--- src/rtl/control_unit_pkg.sv ---
// control_unit_pkg: opcodes, ALU op codes, FSM state encoding and instruction layout for the 8-bit control unit
package control_unit_pkg;
    localparam logic [2:0] OP_ADD  = 3'b000;
    localparam logic [2:0] OP_SUB  = 3'b001;
    localparam logic [2:0] OP_AND  = 3'b010;
    localparam logic [2:0] OP_OR   = 3'b011;
    localparam logic [2:0] OP_MOV  = 3'b100;
    localparam logic [2:0] OP_LDI  = 3'b101;
    localparam logic [2:0] OP_BEQ  = 3'b110;
    localparam logic [2:0] OP_HALT = 3'b111;

    // ALU codes for add/sub/and/or coincide with the opcodes, so ALU ops pass ir.op straight through
    localparam logic [2:0] ALU_ADD  = 3'b000;
    localparam logic [2:0] ALU_SUB  = 3'b001;
    localparam logic [2:0] ALU_AND  = 3'b010;
    localparam logic [2:0] ALU_OR   = 3'b011;
    localparam logic [2:0] ALU_PASS = 3'b100;

    localparam logic [2:0] S_FETCH     = 3'd0;
    localparam logic [2:0] S_DECODE    = 3'd1;
    localparam logic [2:0] S_FETCH_IMM = 3'd2;
    localparam logic [2:0] S_IMM       = 3'd3;
    localparam logic [2:0] S_EXEC      = 3'd4;
    localparam logic [2:0] S_HALT      = 3'd5;

    // instruction bits [7:1]; bit 0 is ignored and never stored
    typedef struct packed {
        logic [2:0] op;
        logic [1:0] rd;
        logic [1:0] rs;
    } instr_t;
endpackage

--- src/rtl/control_unit_reg_file.sv ---
// control_unit_reg_file: 4x8 register file, two combinational read ports, one synchronous write port
//   clk, rst_n (async active-low clear), wr_en/wr_addr/wr_data write port,
//   rd_addr_a/rd_data_a and rd_addr_b/rd_data_b read ports
module control_unit_reg_file (
    input  logic       clk,
    input  logic       rst_n,
    input  logic       wr_en,
    input  logic [1:0] wr_addr,
    input  logic [7:0] wr_data,
    input  logic [1:0] rd_addr_a,
    output logic [7:0] rd_data_a,
    input  logic [1:0] rd_addr_b,
    output logic [7:0] rd_data_b
);
    logic [7:0] regs [4];
    always_ff @(posedge clk or negedge rst_n)
        if (!rst_n) for (int i = 0; i < 4; i++) regs[i] <= '0;
        else if (wr_en) regs[wr_addr] <= wr_data;
    assign rd_data_a = regs[rd_addr_a];
    assign rd_data_b = regs[rd_addr_b];
endmodule

--- src/rtl/control_unit.sv ---
// control_unit: multicycle FSM fetching 8-bit instructions, driving the ALU and writing back the register file
//   clk, rst_n (async active-low), enable (hold everything when low)
//   imem_addr/imem_data: synchronous-read instruction memory
//   alu_a/alu_b/alu_op out, alu_result/alu_zero/alu_eq in
//   reg_wr_en/reg_wr_addr/reg_wr_data: write-back strobe, zero_flag, halted
module control_unit import control_unit_pkg::*; #(
    parameter logic [7:0] RESET_PC = 8'h00
) (
    input  logic       clk,
    input  logic       rst_n,
    input  logic       enable,
    output logic [7:0] imem_addr,
    input  logic [7:0] imem_data,
    output logic [7:0] alu_a,
    output logic [7:0] alu_b,
    output logic [2:0] alu_op,
    input  logic [7:0] alu_result,
    input  logic       alu_zero,
    input  logic       alu_eq,
    output logic       reg_wr_en,
    output logic [1:0] reg_wr_addr,
    output logic [7:0] reg_wr_data,
    output logic       zero_flag,
    output logic       halted
);
    logic [2:0] state;
    logic [7:0] pc, imm, ra, rb;
    instr_t     ir, fetched;
    logic       is_beq, is_ldi, is_mov, in_exec;
    logic       imem_lsb_unused;

    assign fetched         = imem_data[7:1];
    assign imem_lsb_unused = imem_data[0];
    assign is_beq          = ir.op == OP_BEQ;
    assign is_ldi          = ir.op == OP_LDI;
    assign is_mov          = ir.op == OP_MOV;
    assign in_exec         = state == S_EXEC;

    control_unit_reg_file u_rf (
        .clk       (clk),
        .rst_n     (rst_n),
        .wr_en     (reg_wr_en),
        .wr_addr   (reg_wr_addr),
        .wr_data   (reg_wr_data),
        .rd_addr_a (ir.rd),
        .rd_data_a (ra),
        .rd_addr_b (ir.rs),
        .rd_data_b (rb)
    );

    always_ff @(posedge clk or negedge rst_n)
        if (!rst_n) begin
            state     <= S_FETCH;
            pc        <= RESET_PC;
            ir        <= '0;
            imm       <= '0;
            zero_flag <= 1'b0;
        end else if (enable) begin
            case (state)
                S_FETCH: state <= S_DECODE;
                S_DECODE: begin
                    ir    <= fetched;
                    pc    <= pc + 8'd1;
                    state <= fetched.op == OP_HALT ? S_HALT :
                             (fetched.op == OP_LDI || fetched.op == OP_BEQ) ? S_FETCH_IMM : S_EXEC;
                end
                S_FETCH_IMM: state <= S_IMM;
                S_IMM: begin
                    imm   <= imem_data;
                    pc    <= pc + 8'd1;
                    state <= is_ldi ? S_FETCH : S_EXEC;
                end
                S_EXEC: begin
                    if (!is_beq) zero_flag <= alu_zero;
                    else if (alu_eq) pc <= pc + imm;
                    state <= S_FETCH;
                end
                default: state <= state;
            endcase
        end

    assign imem_addr   = pc;
    assign halted      = state == S_HALT;
    assign alu_a       = (in_exec && is_mov) ? rb : ra;
    assign alu_b       = rb;
    assign alu_op      = !in_exec ? ALU_PASS : is_beq ? ALU_SUB : is_mov ? ALU_PASS : ir.op;
    assign reg_wr_en   = enable && ((in_exec && !is_beq) || (state == S_IMM && is_ldi));
    assign reg_wr_addr = ir.rd;
    assign reg_wr_data = in_exec ? alu_result : imem_data;
endmodule

--- config.mk ---
export PLATFORM = sky130hd
export DESIGN_NAME = control_unit
export DESIGN_NICKNAME = d
export VERILOG_FILES = /design/src/rtl/control_unit_pkg.sv /design/src/rtl/control_unit_reg_file.sv /design/src/rtl/control_unit.sv
export SDC_FILE = /design/constraint.sdc
export NUM_CORES = 1
export LEC_CHECK = 0
export CAP_MARGIN = 10
export CELL_PAD_IN_SITES_DETAIL_PLACEMENT = 0
export CELL_PAD_IN_SITES_GLOBAL_PLACEMENT = 1
export CORE_MARGIN = 1
export CORE_UTILIZATION = 24
export DETAILED_ROUTE_END_ITERATION = 10
export MAX_ROUTING_LAYER = met4
export PLACE_DENSITY_LB_ADDON = 0.25
export SLEW_MARGIN = 25
export SYNTH_ARGS = -nofsm -noshare
export SYNTH_HDL_FRONTEND = slang
export SYNTH_SLANG_ARGS = --single-unit
--- constraint.sdc ---
create_clock -name clk -period 5.44 [get_ports clk]
set_input_delay 0.544 -clock clk [delete_from_list [all_inputs] [get_ports clk]]
set_output_delay 0.544 -clock clk [all_outputs]
set_load 0.005 [all_outputs]
* Word level (Yosys, flattened, before mapping)
Cells that the tools add are included.
Storage, ports and cells: register bits after elaboration 59, word-level logic and storage cells 70, output and inout port bits 40
Operators by class: add/sub/neg operators 2, bitwise logic cells 3, magnitude comparators 3, muxes and demuxes 21, eq/ne operators 13, reduce and logical (&&, ||, !) cells 17
Operators by type and width (count):
- 8-bit 2-to-1 mux | 9
- 8-bit binary-select mux with 2-bit select | 2
- 32-bit bitwise mux | 1
- 3-bit == test (second input constant) | 8
- 3-bit 2-to-1 mux | 6
- 8-bit demux with 2-bit select | 1
- 8-bit one-hot mux with 2 select lines | 1
- 3-bit one-hot mux with 5 select lines | 1
- 8-bit by 1-bit adder with 8-bit output (second input constant) | 1
- 8-bit adder | 1
- 3-bit by 2-bit == test with 1-bit output (second input constant) | 2
- 3-bit greater-or-equal comparator (second input constant) | 2
- 2-bit inverter with 3-bit output | 2
- 2-bit AND reduction | 3
- 1-bit logical AND | 5
- 5-bit nonzero test | 1
- 2-bit != test (second input constant) | 2
- 4-bit AND reduction | 1
- 3-bit by 1-bit == test with 1-bit output (second input constant) | 1
- 3-bit zero test | 1
- 3-bit by 1-bit < comparator with 1-bit output (second input constant) | 1
- 3-bit AND reduction | 1
- 1-bit logical OR | 2
- 2-bit nonzero test | 1
- other kinds (3) | 3

* Logic depth before layout (Yosys ltp)
word-level depth 6, depth in mapped cells 12

* Modules after synthesis
A second synthesis with hierarchy kept.
Unflattened totals: cells, all modules 249, area, all modules 3291.9 um^2
By module, submodules not included:
- control_unit | cells each 161, instances 1, area each 1701.6 um^2
- control_unit_reg_file | cells each 88, instances 1, area each 1590.3 um^2

* Worst setup path before layout
OpenSTA, ideal clock, no wires.
path kind register to register, from register state[1], to register pc[6] (netlist: imem_addr[6]), arrival 2.450 ns, cell stages (with the launch flop) 13, path buffers 2, path slack 2.895 ns, cell sequence dfrtp_1 > buf_2 > nor3b_4 > clkbuf_1 > nand2b_1 > ha_1 > inv_1 > fa_1 > nor2b_1 > o31a_1 > o21a_1 > o21a_1 > o31ai_1
Between the ends: word-level cells in the longest chain between the ends 4, elaborated cells between the ends (all ways) 9
RTL lines:
- from (decl) | RTL line control_unit.sv:26 | logic [2:0] state;
- from (signal assigned) | RTL line control_unit.sv:64 | state <= fetched.op == OP_HALT ? S_HALT :
- from (signal assigned) | RTL line control_unit.sv:71 | state <= is_ldi ? S_FETCH : S_EXEC;
- from (signal assigned) | RTL line control_unit.sv:78 | default: state <= state;
- 3-bit by 2-bit == test with 1-bit output / 3-bit by 1-bit == test with 1-bit output (equally long branches) | RTL line control_unit.sv:59 | case (state)
- 2-bit OR reduction (no source line)
- 2-bit nonzero test (no source line)
- 4-bit AND reduction (no source line)
- to (signal assigned) | RTL line control_unit.sv:63 | pc <= pc + 8'd1;
- to (signal assigned) | RTL line control_unit.sv:70 | pc <= pc + 8'd1;
- to (signal assigned) | RTL line control_unit.sv:75 | else if (alu_eq) pc <= pc + imm;
- to (decl) | RTL line control_unit.sv:27 | logic [7:0] pc, imm, ra, rb;
Parallel ways exist; a longest one is shown, timed or not. A chain may end at the register's enable or synchronous reset.

* Worst setup path in the final report
from register state[1], to output port alu_a[6]
Between the ends: word-level cells in the longest chain between the ends 3
RTL lines:
- 3-bit == test | RTL line control_unit.sv:37 | assign in_exec = state == S_EXEC;
- 1-bit logical AND | RTL line control_unit.sv:84 | assign alu_a = (in_exec && is_mov) ? rb : ra;
- 8-bit 2-to-1 mux | RTL line control_unit.sv:84
- to (decl) | RTL line control_unit.sv:14 | output logic [7:0] alu_a,
No other way between the ends.

==> impl_results.md <==
* EDFF count, synth at 0
* Seq cells post-synth at 59
* Worst slew slack as a fraction of its limit at 0.387
* Antenna diode instance count at 0
* Setup repair after global routing missed its margin: false
* Number of buffer cells added on primary ports at 60
* Run status: finished clean
* Die footprint at 0.0143 sq mm
* Primary FF master, synth: dfrtp_1
* Detail-routed via count per cell at approximately 4.5
* Leading area contributor after synthesis: dfrtp_1
* Minimum setup slack after placement at 2.18 ns
* First-pass GRT wire length at 13,800 um
* Count of endpoints failing setup in the final report at 0
* # Post-CTS Setup Buffers at 0
* H-tree depth at 3
* Worst Hold Class: primary input to asynchronous set/reset pin
* Antenna violations before repair at 0
* Clock buffer count from CTS at 9
* Area share of the leading cell type in the synthesized netlist at 0.444
* Drt initial violations at 76
* Combined area of all synthesized cells at around 0.0033 sq mm
* Clock transition at path regs at around 0.050 ns
* Cell count after synthesis at between 300 and 400
* Async SR Flop Fraction at 1.00
* Leftover overflow at the end of global routing at 0
* Root Buffer Master: clkbuf_16
* Sum of net half-perimeters after detailed placement at about 6000 um
* Final number of max-transition violations at 0
* Static Leakage at about 1.9 nW
* Type of element launching the critical path: register
* Most used standard cells in the synthesized netlist: 59 x dfrtp_1, 44 x nand2_1, 30 x a21oi_1, 28 x nor2_1, 18 x o21ai_0
* Number of primary I/O pins at about 60
* Number of DRC violations after detailed routing at 0
* Reg-to-reg slack, setup at approximately 2.6 ns
* Reg-to-reg endpoint: imem_addr[7]
* Final worst-path cycle share at 0.652
* Net Sw Frac at 0.345
* Area of the core at 0.0133 sq mm
* Largest fanout on the critical path at 15
* Power dissipated by switching net loads at roughly 0.00092 W
* Combinational power share at 0.458
* Part of the Yosys area used for sequential elements at 0.444
* Endpoint required time on the critical path at a little under 5 ns
* Die outline width at 120 um
* Number of antenna-violating nets in the routed design at 0
* Leading cell types by total area after synthesis: dfrtp_1 44%, mux4_2 11%, mux2_2 5.4%
* Via Count at roughly 2,500
* Max-cap violations at 0
* Buffer depth of the longest clock path at 2
* Arrival time of data at the critical path endpoint at approximately 3.0 ns
* Setup Skew at between 0.005 and 0.006 ns
* Starting density of the core at 0.249
* Final critical-path required period at around 3.5 ns
* Site Rows at 42
* Largest vdd supply drop at between 0.00015 and 0.0002 V
* Length in cells of the worst reg-to-reg path at 9
* Worst-Skew Late Latency at roughly 0.33 ns
* Post-Synthesis Net Count at 340
* CTS Hold Buffers Added at 0
* Clock sink count at 59
* Max Clk Rate at 282 MHz
* CTS tree: done
* Power Density at about 620 mW/mm^2
* Clock network fraction of design power at 0.210
* Final weighted congestion of routability-driven global placement at 0.763
* Average routed wire per standard cell at around 16 um
* Number of nets in the layout at 396
* Yosys warnings at 0
* Area growth from synthesis to final layout at 30.9%
* Beginning of the critical path: state[1]
* Setup WS post-layout at 1.90 ns
* Slew @ Worst Pin at 0.920 ns
* Maximum number of pins on one net before global-route repair at 60
* Fillers at 1,389
* Int Power at 0.00175 W
* Global-route total usage across every layer at 0.134
* Setup CP Type: register to output port
* Floorplan die height at about 120 um
* CP Capture Type: output port
* Final-report hold violation count at 0
* First-pass detailed-route iteration total at 4
* Setup TNS at 0 ns
* Ratio of cells with drive above 1 in the final layout at 0.156
* Leading cell type by number of instances after synthesis: dfrtp_1
* Via count of the first global-routing pass at 2,484
* Worst R2R Start: state[1]
* Distinct cells, synth at 45
* Total routed wirelength at 8630 um
* Count of cells resized by post-cts repair at 0
* Mean instance size in the synthesized netlist at about 11 sq um
* Sequential share of power at 0.331
[worst max-delay path, cell delays in order (launching register included)]
cell and delay, ns:
dfrtp_1 0.47, nor3b_4 0.65, nand4b_1 0.62, mux2_2 0.48, clkdlybuf4s50_1 0.45
[power by group through the flow]
stage / clock network [W] / logic (W) / registers (W)
3_3_place_gp: 0 / 0.00124 / 0.000891
3_5_place_dp: 0 / 0.00124 / 0.000902
2_1_floorplan: 0 / 0.000833 / 0.000767
5_1_grt: 0.000601 / 0.00135 / 0.000927
4_1_cts: 0.000579 / 0.00125 / 0.000894
6_report: 0.000563 / 0.00123 / 0.000887
[worst max-delay path by stage]
stage | end | slack (ns) | cells past startpoint
after floorplan | imem_addr[6] | 2.90 | 12
after global placement | alu_a[6] | 2.17 | 4
after detailed placement | alu_a[6] | 2.18 | 4
after CTS | alu_a[6] | 1.79 | 4
after global routing | alu_a[6] | 1.65 | 4
final | alu_a[6] | 1.90 | 4
[sequential cells by signal (all words and copies together), names as in the netlist]
register and count:
ir 5, imem_addr 8, imm 8, reg_wr_addr 2, zero_flag 1, state 3, u_rf.regs 32
[layout make-up]
class | count | area, sq um | share of cell area
clock buffers | 9 | 225 | 0.0518
clock inverters | 7 | 68.8 | 0.0158
inverters | 16 | 60.1 | 0.0138
multi-input cells | 220 | 1700 | 0.390
flip-flops and latches | 59 | 1480 | 0.339
well taps | 176 | 220 | 0.0506
repair buffers | 61 | 603 | 0.139
[layout by cell type (no fill, tap or decap), types with 5 or more instances in the layout]
master / netlist / layout
o21ai_0: 18 / 18
nor2_1: 28 / 28
dfrtp_1: 59 / 59
mux4_2: 16 / 16
inv_1: 16 / 16
and2_1: 5 / 5
a21oi_1: 30 / 30
mux2_2: 16 / 16
ha_1: 7 / 7
clkdlybuf4s50_1: 0 / 59
clkbuf_16: 0 / 9
xor2_1: 5 / 5
mux2i_1: 8 / 8
nand2_1: 44 / 44
[routing by layer]
layer | vias up | global-route usage | wire (um)
met2 | 51 | 0.197 | 3960
met5 | - | - | 0
met4 | 0 | 0.0516 | 133
met1 | 1203 | 0.176 | 4170
li1 | 1213 | - | -
met3 | 10 | 0.0371 | 367
[logic make-up (layout without fill, tap and decap cells)]
| family | count (synthesis) | in the layout | share of synthesized area |
|---|---|---|---|
| AO/OA/AOI/OAI | 65 | 65 | 0.119 |
| XOR/XNOR | 5 | 5 | 0.0132 |
| adder cells (fa/ha/maj) | 8 | 8 | 0.0324 |
| buffers and inverters | 32 | 93 | 0.0452 |
| flip-flops | 59 | 59 | 0.444 |
| multiplexers | 40 | 40 | 0.187 |
| AND/OR/NAND/NOR | 102 | 102 | 0.160 |
[metrics by stage]
stage,util,cell area (sq um),hold slack [ns],total power (W),std cells
2_1_floorplan,-,3320,0.248,0.00160,311
3_3_place_gp,0.304,4060,0.454,0.00213,532
3_5_place_dp,0.304,4060,0.455,0.00214,532
4_1_cts,0.326,4350,0.422,0.00272,548
5_1_grt,0.326,4350,0.457,0.00288,548
6_report,0.326,4350,0.375,0.00268,548
No activity file was read; power rests on OpenSTA's default activity.
